==> src/rtl/nx_fifo_param_if.sv <==
`timescale 1ns/1ps
`default_nettype none
// +-----------------------------------------------------------------------------+
// | nx_fifo_param_if                                                            |
// | Producer/consumer bus of nx_fifo_param: requests in, data and status out.   |
// | Revision: 1.0                                                               |
// +-----------------------------------------------------------------------------+
interface nx_fifo_param_if #(
    parameter int DATA_W = 64,
    parameter int DEPTH  = 16
);
    localparam int CW = $clog2(DEPTH) + 1;

    logic              clear_i;
    logic              wen_i;
    logic [DATA_W-1:0] wdata_i;
    logic              ren_i;
    logic [DATA_W-1:0] rdata_o;
    logic              rvalid_o;
    logic              empty_o;
    logic              full_o;
    logic              almost_empty_o;
    logic              almost_full_o;
    logic [CW-1:0]     used_slots_o;
    logic [CW-1:0]     free_slots_o;
    logic [CW-1:0]     hwm_o;
    logic              overflow_o;
    logic              underflow_o;

    modport master (
        output clear_i, wen_i, wdata_i, ren_i,
        input  rdata_o, rvalid_o, empty_o, full_o, almost_empty_o, almost_full_o,
        input  used_slots_o, free_slots_o, hwm_o, overflow_o, underflow_o
    );

    modport slave (
        input  clear_i, wen_i, wdata_i, ren_i,
        output rdata_o, rvalid_o, empty_o, full_o, almost_empty_o, almost_full_o,
        output used_slots_o, free_slots_o, hwm_o, overflow_o, underflow_o
    );
endinterface
`default_nettype wire

==> src/rtl/nx_fifo_param.sv <==
`timescale 1ns/1ps
`default_nettype none
// +-----------------------------------------------------------------------------+
// | nx_fifo_param                                                               |
// | Parametrised single-clock FIFO with show-ahead or registered read port,     |
// | almost-full/almost-empty thresholds and a high-water-mark monitor.          |
// | Revision: 1.0                                                               |
// +-----------------------------------------------------------------------------+
module nx_fifo_param #(
    parameter int DATA_W     = 64,
    parameter int DEPTH      = 16,
    parameter int RD_LATENCY = 0,
    parameter int AF_THRESH  = 12,
    parameter int AE_THRESH  = 2
) (
    input  wire logic        clk,
    input  wire logic        rst,
    nx_fifo_param_if.slave   bus
);
    localparam int AW = $clog2(DEPTH);
    localparam int CW = AW + 1;

    localparam logic [CW-1:0] c_depth = CW'(DEPTH);
    localparam logic [CW-1:0] c_af    = CW'(AF_THRESH);
    localparam logic [CW-1:0] c_ae    = CW'(AE_THRESH);

    logic [DATA_W-1:0] mem_q [DEPTH];
    logic [AW-1:0]     wptr_q;
    logic [AW-1:0]     rptr_q;
    logic [CW-1:0]     count_q;
    logic [CW-1:0]     count_d;
    logic [CW-1:0]     hwm_q;
    logic [CW-1:0]     hwm_d;
    logic              overflow_q;
    logic              underflow_q;

    logic w_full;
    logic w_empty;
    logic w_wr;
    logic w_rd;

    // Acceptance looks only at the registered count, never at same-cycle requests
    assign w_full  = (count_q == c_depth);
    assign w_empty = (count_q == '0);
    assign w_wr    = bus.wen_i & ~w_full  & ~bus.clear_i;
    assign w_rd    = bus.ren_i & ~w_empty & ~bus.clear_i;

    always_comb begin
        count_d = count_q;
        if (bus.clear_i) begin
            count_d = '0;
        end else if (w_wr && !w_rd) begin
            count_d = count_q + CW'(1);
        end else if (w_rd && !w_wr) begin
            count_d = count_q - CW'(1);
        end
        hwm_d = '0;
        if (!bus.clear_i) begin
            hwm_d = (count_d > hwm_q) ? count_d : hwm_q;
        end
    end

    always_ff @(posedge clk or posedge rst) begin
        if (rst) begin
            wptr_q      <= '0;
            rptr_q      <= '0;
            count_q     <= '0;
            hwm_q       <= '0;
            overflow_q  <= 1'b0;
            underflow_q <= 1'b0;
        end else begin
            count_q     <= count_d;
            hwm_q       <= hwm_d;
            overflow_q  <= bus.wen_i & w_full  & ~bus.clear_i;
            underflow_q <= bus.ren_i & w_empty & ~bus.clear_i;
            if (bus.clear_i) begin
                wptr_q <= '0;
                rptr_q <= '0;
            end else begin
                if (w_wr) wptr_q <= wptr_q + AW'(1);
                if (w_rd) rptr_q <= rptr_q + AW'(1);
            end
        end
    end

    // Storage is deliberately left out of reset
    always_ff @(posedge clk) begin
        if (w_wr) mem_q[wptr_q] <= bus.wdata_i;
    end

    generate
        if (RD_LATENCY == 0) begin : g_show_ahead
            assign bus.rdata_o  = w_empty ? '0 : mem_q[rptr_q];
            assign bus.rvalid_o = ~w_empty;
        end else begin : g_registered
            logic [DATA_W-1:0] rdata_q;
            logic              rvalid_q;

            always_ff @(posedge clk or posedge rst) begin
                if (rst) begin
                    rdata_q  <= '0;
                    rvalid_q <= 1'b0;
                end else if (w_rd) begin
                    rdata_q  <= mem_q[rptr_q];
                    rvalid_q <= 1'b1;
                end else begin
                    rvalid_q <= 1'b0;
                end
            end

            assign bus.rdata_o  = rdata_q;
            assign bus.rvalid_o = rvalid_q;
        end
    endgenerate

    assign bus.empty_o        = w_empty;
    assign bus.full_o         = w_full;
    assign bus.almost_empty_o = (count_q <= c_ae);
    assign bus.almost_full_o  = (count_q >= c_af);
    assign bus.used_slots_o   = count_q;
    assign bus.free_slots_o   = c_depth - count_q;
    assign bus.hwm_o          = hwm_q;
    assign bus.overflow_o     = overflow_q;
    assign bus.underflow_o    = underflow_q;

endmodule
`default_nettype wire

==> src/flat_wrapper.sv <==
// flat-port wrapper written by rule: the top's interface ports become plain ports
module nx_fifo_param_flat 
#(
    parameter int DATA_W     = 64,
    parameter int DEPTH      = 16,
    parameter int RD_LATENCY = 0,
    parameter int AF_THRESH  = 12,
    parameter int AE_THRESH  = 2
)
  (clk, rst, bus_clear_i, bus_wen_i, bus_wdata_i, bus_ren_i, bus_rdata_o, bus_rvalid_o, bus_empty_o, bus_full_o, bus_almost_empty_o, bus_almost_full_o, bus_used_slots_o, bus_free_slots_o, bus_hwm_o, bus_overflow_o, bus_underflow_o);
  nx_fifo_param_if #(.DATA_W(DATA_W), .DEPTH(DEPTH)) bus_i ();
  input  wire logic clk;
  input  wire logic rst;
  input wire logic [$bits(bus_i.clear_i)-1:0] bus_clear_i;
  input wire logic [$bits(bus_i.wen_i)-1:0] bus_wen_i;
  input wire logic [$bits(bus_i.wdata_i)-1:0] bus_wdata_i;
  input wire logic [$bits(bus_i.ren_i)-1:0] bus_ren_i;
  output wire logic [$bits(bus_i.rdata_o)-1:0] bus_rdata_o;
  output wire logic [$bits(bus_i.rvalid_o)-1:0] bus_rvalid_o;
  output wire logic [$bits(bus_i.empty_o)-1:0] bus_empty_o;
  output wire logic [$bits(bus_i.full_o)-1:0] bus_full_o;
  output wire logic [$bits(bus_i.almost_empty_o)-1:0] bus_almost_empty_o;
  output wire logic [$bits(bus_i.almost_full_o)-1:0] bus_almost_full_o;
  output wire logic [$bits(bus_i.used_slots_o)-1:0] bus_used_slots_o;
  output wire logic [$bits(bus_i.free_slots_o)-1:0] bus_free_slots_o;
  output wire logic [$bits(bus_i.hwm_o)-1:0] bus_hwm_o;
  output wire logic [$bits(bus_i.overflow_o)-1:0] bus_overflow_o;
  output wire logic [$bits(bus_i.underflow_o)-1:0] bus_underflow_o;
  assign bus_i.clear_i = bus_clear_i;
  assign bus_i.wen_i = bus_wen_i;
  assign bus_i.wdata_i = bus_wdata_i;
  assign bus_i.ren_i = bus_ren_i;
  assign bus_rdata_o = bus_i.rdata_o;
  assign bus_rvalid_o = bus_i.rvalid_o;
  assign bus_empty_o = bus_i.empty_o;
  assign bus_full_o = bus_i.full_o;
  assign bus_almost_empty_o = bus_i.almost_empty_o;
  assign bus_almost_full_o = bus_i.almost_full_o;
  assign bus_used_slots_o = bus_i.used_slots_o;
  assign bus_free_slots_o = bus_i.free_slots_o;
  assign bus_hwm_o = bus_i.hwm_o;
  assign bus_overflow_o = bus_i.overflow_o;
  assign bus_underflow_o = bus_i.underflow_o;
  nx_fifo_param #(.DATA_W(DATA_W), .DEPTH(DEPTH), .RD_LATENCY(RD_LATENCY), .AF_THRESH(AF_THRESH), .AE_THRESH(AE_THRESH)) u_core (.clk(clk), .rst(rst), .bus(bus_i));
endmodule
==> config.mk <==
export PLATFORM = sky130hd
export DESIGN_NAME = nx_fifo_param_flat
export DESIGN_NICKNAME = d
export VERILOG_FILES = /design/src/rtl/nx_fifo_param_if.sv /design/src/rtl/nx_fifo_param.sv /design/src/flat_wrapper.sv
export SDC_FILE = /design/constraint.sdc
export NUM_CORES = 1
export LEC_CHECK = 0
export BUFFER_PORTS_ARGS = -buffer_cell sky130_fd_sc_hd__buf_2
export CAP_MARGIN = 40
export CORE_ASPECT_RATIO = 0.8
export CORE_MARGIN = 4
export CORE_UTILIZATION = 55
export CTS_CLUSTER_SIZE = 25
export DETAILED_ROUTE_END_ITERATION = 6
export PLACE_DENSITY = 0.72
export SKIP_LAST_GASP = 1
export SYNTH_ARGS = -nofsm -noshare
export SYNTH_HDL_FRONTEND = slang
export SYNTH_SLANG_ARGS = --single-unit
export TNS_END_PERCENT = 50
==> constraint.sdc <==
create_clock -name clk -period 8.1 [get_ports clk]
set_input_delay 0.405 -clock clk [delete_from_list [all_inputs] [get_ports clk]]
set_output_delay 0.405 -clock clk [all_outputs]
set_load 0.005 [all_outputs]
==> results.py <==
metrics = {
    "status": {
        "outcome": "finished clean",
    },
    "logic_synthesis": {
        "synth_largest_area_cell": "edfxtp_1",
        "avgSynthCellArea_um2": 21.5,
        "async_reset_ff_frac": 0.0192,
        "ys_top_cells_by_area": "edfxtp_1 76%, mux4_2 12%, a22oi_1 1.7%",
        "yosysWarnings": 0,
        "synthDistinctLibCells": 46,
        "syn_area_um2": 40200,
        "seq_area_frac_synth": 0.777,
        "yosys.area.top_type_share": 0.765,
        "synth_edf_count": 1024,
        "syn_inst": 1870,
        "yosys_most_used_dff": "edfxtp_1",
        "synth_nets": 1954,
        "ys_ff_latch": 1044,
    },
    "worst_setup_path": {
        "critical_path_arrival_ns": 3.98,
        "critPathMaxFanout": 14,
        "crit_type": "register to primary output",
        "cp.required_ns": 7.70,
        "cp-start-kind": "register",
        "end_kind": "primary output",
    },
    "global_routing": {
        "antenna_found_initial": 10,
        "grt_use_met3": 0.0451,
        "overflow": 0,
        "grtUsageMet1": 0.330,
        "grt_start_max_net_pins": 136,
        "top_usage_layer": "met2",
        "grt_usage": 0.233,
        "grt_pass1_wl_mm": 132,
        "grt_pass1_vias": 20006,
        "use_met2": 0.377,
    },
    "timing": {
        "hold_violations": 0,
        "period_minus_slack_ns": 4.39,
        "setup_viol": 0,
        "rsz0062_at_grt": "false",
        "relSlewSlack": 0.310,
        "clock.fmax_ghz": 0.228,
        "post-route-period-util": 0.542,
        "clock_skew_ns": 0.0276,
        "worst_pin_slew_ns": 1.03,
        "slew_violations": 0,
        "setup_tns_ns": 0,
    },
    "cells_and_area": {
        "syn_to_final_growth_pct": 12.5,
        "utilization": 0.626,
        "instances_no_fill": 3090,
        "layout_commonest_cell": "edfxtp_1",
        "nNetsFinal": 2144,
        "mostFrequentLayoutCells": "1,024 x edfxtp_1, 215 x mux4_2, 154 x buf_2",
        "drive_gt1_frac": 0.285,
    },
    "floorplan": {
        "die-height_um": 250,
        "die_area_um2": 77500,
        "row_count": 88,
        "core_um2": 72200,
        "start_util": 0.557,
        "dieWidth_um": 310,
        "io_pins": 155,
    },
    "placement": {
        "io_buffer_count": 154,
        "place_hpwl_mm": 45.5,
        "dp.cells": 2904,
        "place_congestion": 0.770,
    },
    "job": {
        "drv_cap": 0,
    },
    "detailed_routing": {
        "drtPass1Iterations": 5,
        "finalWirelength_mm": 89.4,
        "drc": 0,
        "ant_nets": 0,
        "via_per_inst": 6.31,
        "vias": 19496,
        "drt_iter0_drc": 2128,
        "wl_per_cell_um": 28.9,
    },
    "clocking": {
        "htree_levels": 3,
        "cts_made_buffers": 97,
        "postCtsSetupRepairBufs": 0,
        "worstSkewPairLatency_ns": 0.65,
        "cts_tree": "done",
        "clock-sinks": 1044,
        "clk_pin_slew_ns": 0.06,
        "cts_root_buffer": "clkbuf_16",
        "cts_max_path_buffers": 3,
    },
    "hold_path": {
        "hp-class": "input pin to register",
    },
    "power": {
        "power_frac_seq": 0.466,
        "p_int_w": 0.00969,
        "swShare": 0.261,
        "power.switching_w": 0.00342,
        "p_comb_frac": 0.200,
        "p_leak_nw": 14.4,
        "p_clk_frac": 0.334,
        "p_total_w": 0.0131,
        "powerDensity_nw_per_um2": 290,
        "peakVddDrop_uv": 216,
    },
}
-- layer usage --
layer | wire length, um | share of wire
met4 | 2020 | 0.023
met3 | 6490 | 0.073
met1 | 36000 | 0.40
met5 | 27 | 0.00030
met2 | 44800 | 0.50
-- registers in the layout, summed over array words and instances (netlist names) --
name / cells
u_core.rptr_q: 4
u_core.mem_q: 1024
u_core.bus.used_slots_o: 5
u_core.bus.hwm_o: 5
u_core.wptr_q: 4
u_core.bus.underflow_o: 1
u_core.bus.overflow_o: 1
-- cells by family (layout without fill, tap and decap cells) --
logic type      Yosys count  count (layout)  share of synthesized area
buf+inv                 119             386                     0.0168
simple gates            182             182                     0.0202
xor+xnor                 13              13                    0.00283
fa+ha+maj                15              15                    0.00467
compound gates          181             181                     0.0316
other cells               0               8                          0
flops                  1044            1044                      0.777
mux                     316             316                      0.147
-- area by class of cell --
type	count	area, um^2
clock inverters	59	541
clock buffers	117	2520
multi-input cells	707	8360
repair buffers	195	1270
diodes	8	20.0
inverters	15	56.3
fillers	4807	27000
flip-flops and latches	1044	31300
well taps	945	1180
-- power groups by stage --
stage | clock (W) | sequential, W | combinational (W)
floorplan | 0 | 0.00616 | 0.00185
global placement | 0 | 0.00622 | 0.00260
detailed placement | 0 | 0.00623 | 0.00265
CTS | 0.00446 | 0.00611 | 0.00267
global route | 0.00469 | 0.00612 | 0.00283
finish | 0.00438 | 0.00611 | 0.00262
-- synthesized netlist by cell type, types with 3 or more instances --
| cell type | count |
|---|---|
| mux2i_1 | 65 |
| nand4_1 | 3 |
| nand2b_1 | 7 |
| xnor2_1 | 8 |
| ha_1 | 15 |
| edfxtp_1 | 1024 |
| a22oi_1 | 89 |
| buf_1 | 5 |
| a32oi_1 | 18 |
| inv_1 | 14 |
| buf_2 | 31 |
| clkbuf_1 | 41 |
| dfrtp_1 | 20 |
| and3_1 | 3 |
| mux2_2 | 35 |
| nand3_1 | 17 |
| and2_1 | 13 |
| nor3_1 | 5 |
| o21ai_1 | 33 |
| nor2_1 | 27 |
| o211ai_1 | 17 |
| buf_4 | 9 |
| nor2b_1 | 4 |
| buf_6 | 15 |
| a21oi_1 | 3 |
| nand2_1 | 95 |
| xor2_1 | 5 |
| o21ai_0 | 14 |
| mux4_2 | 215 |
-- timing repair --
| action | in CTS | in global routing |
|---|---|---|
| gates resized for setup | 0 | 0 |
| hold endpoints to repair | 21 | 0 |
| hold buffers | 2 | 0 |
-- critical path, cell delays in order (launching register included) --
cell and delay, ns:
dfrtp_1 0.44, inv_1 0.14, ha_1 0.20, nor3b_1 0.33
ha_1 0.63, and2b_1 0.40, nand2_1 0.43, o21ai_0 0.17
o21ai_0 0.24, o21ai_1 0.15, buf_2 0.17
-- path summary, 6_finish.rpt --
| path | start | cells past startpoint | endpoint | slack (ns) |
|---|---|---|---|---|
| min | bus_ren_i | 2 | u_core.bus.underflow_o | 0.07 |
| min reg2reg | u_core.bus.hwm_o[0] | 1 | u_core.bus.hwm_o[0] | 0.61 |
| min in group asynchronous | rst | 3 | u_core.bus.overflow_o | 0.46 |
| max in group asynchronous | rst | 3 | u_core.rptr_q[0] | 7.05 |
| max | u_core.bus.used_slots_o[0] | 10 | bus_rdata_o[18] | 3.71 |
| max reg2reg | u_core.bus.used_slots_o[0] | 15 | u_core.bus.hwm_o[1] | 3.89 |
-- metrics by stage --
step / worst slack, ns / cell area [um^2] / hold slack, ns
6_report: 3.71 / 45200 / 0.0719
5_1_grt: 3.44 / 45200 / 0.0422
4_1_cts: 3.61 / 45200 / 0.0350
3_5_place_dp: 3.93 / 42100 / 0.575
3_3_place_gp: 4.21 / 41900 / 0.572
2_1_floorplan: 1.51 / 40200 / 0.369
(Power assumes the default switching activity.)
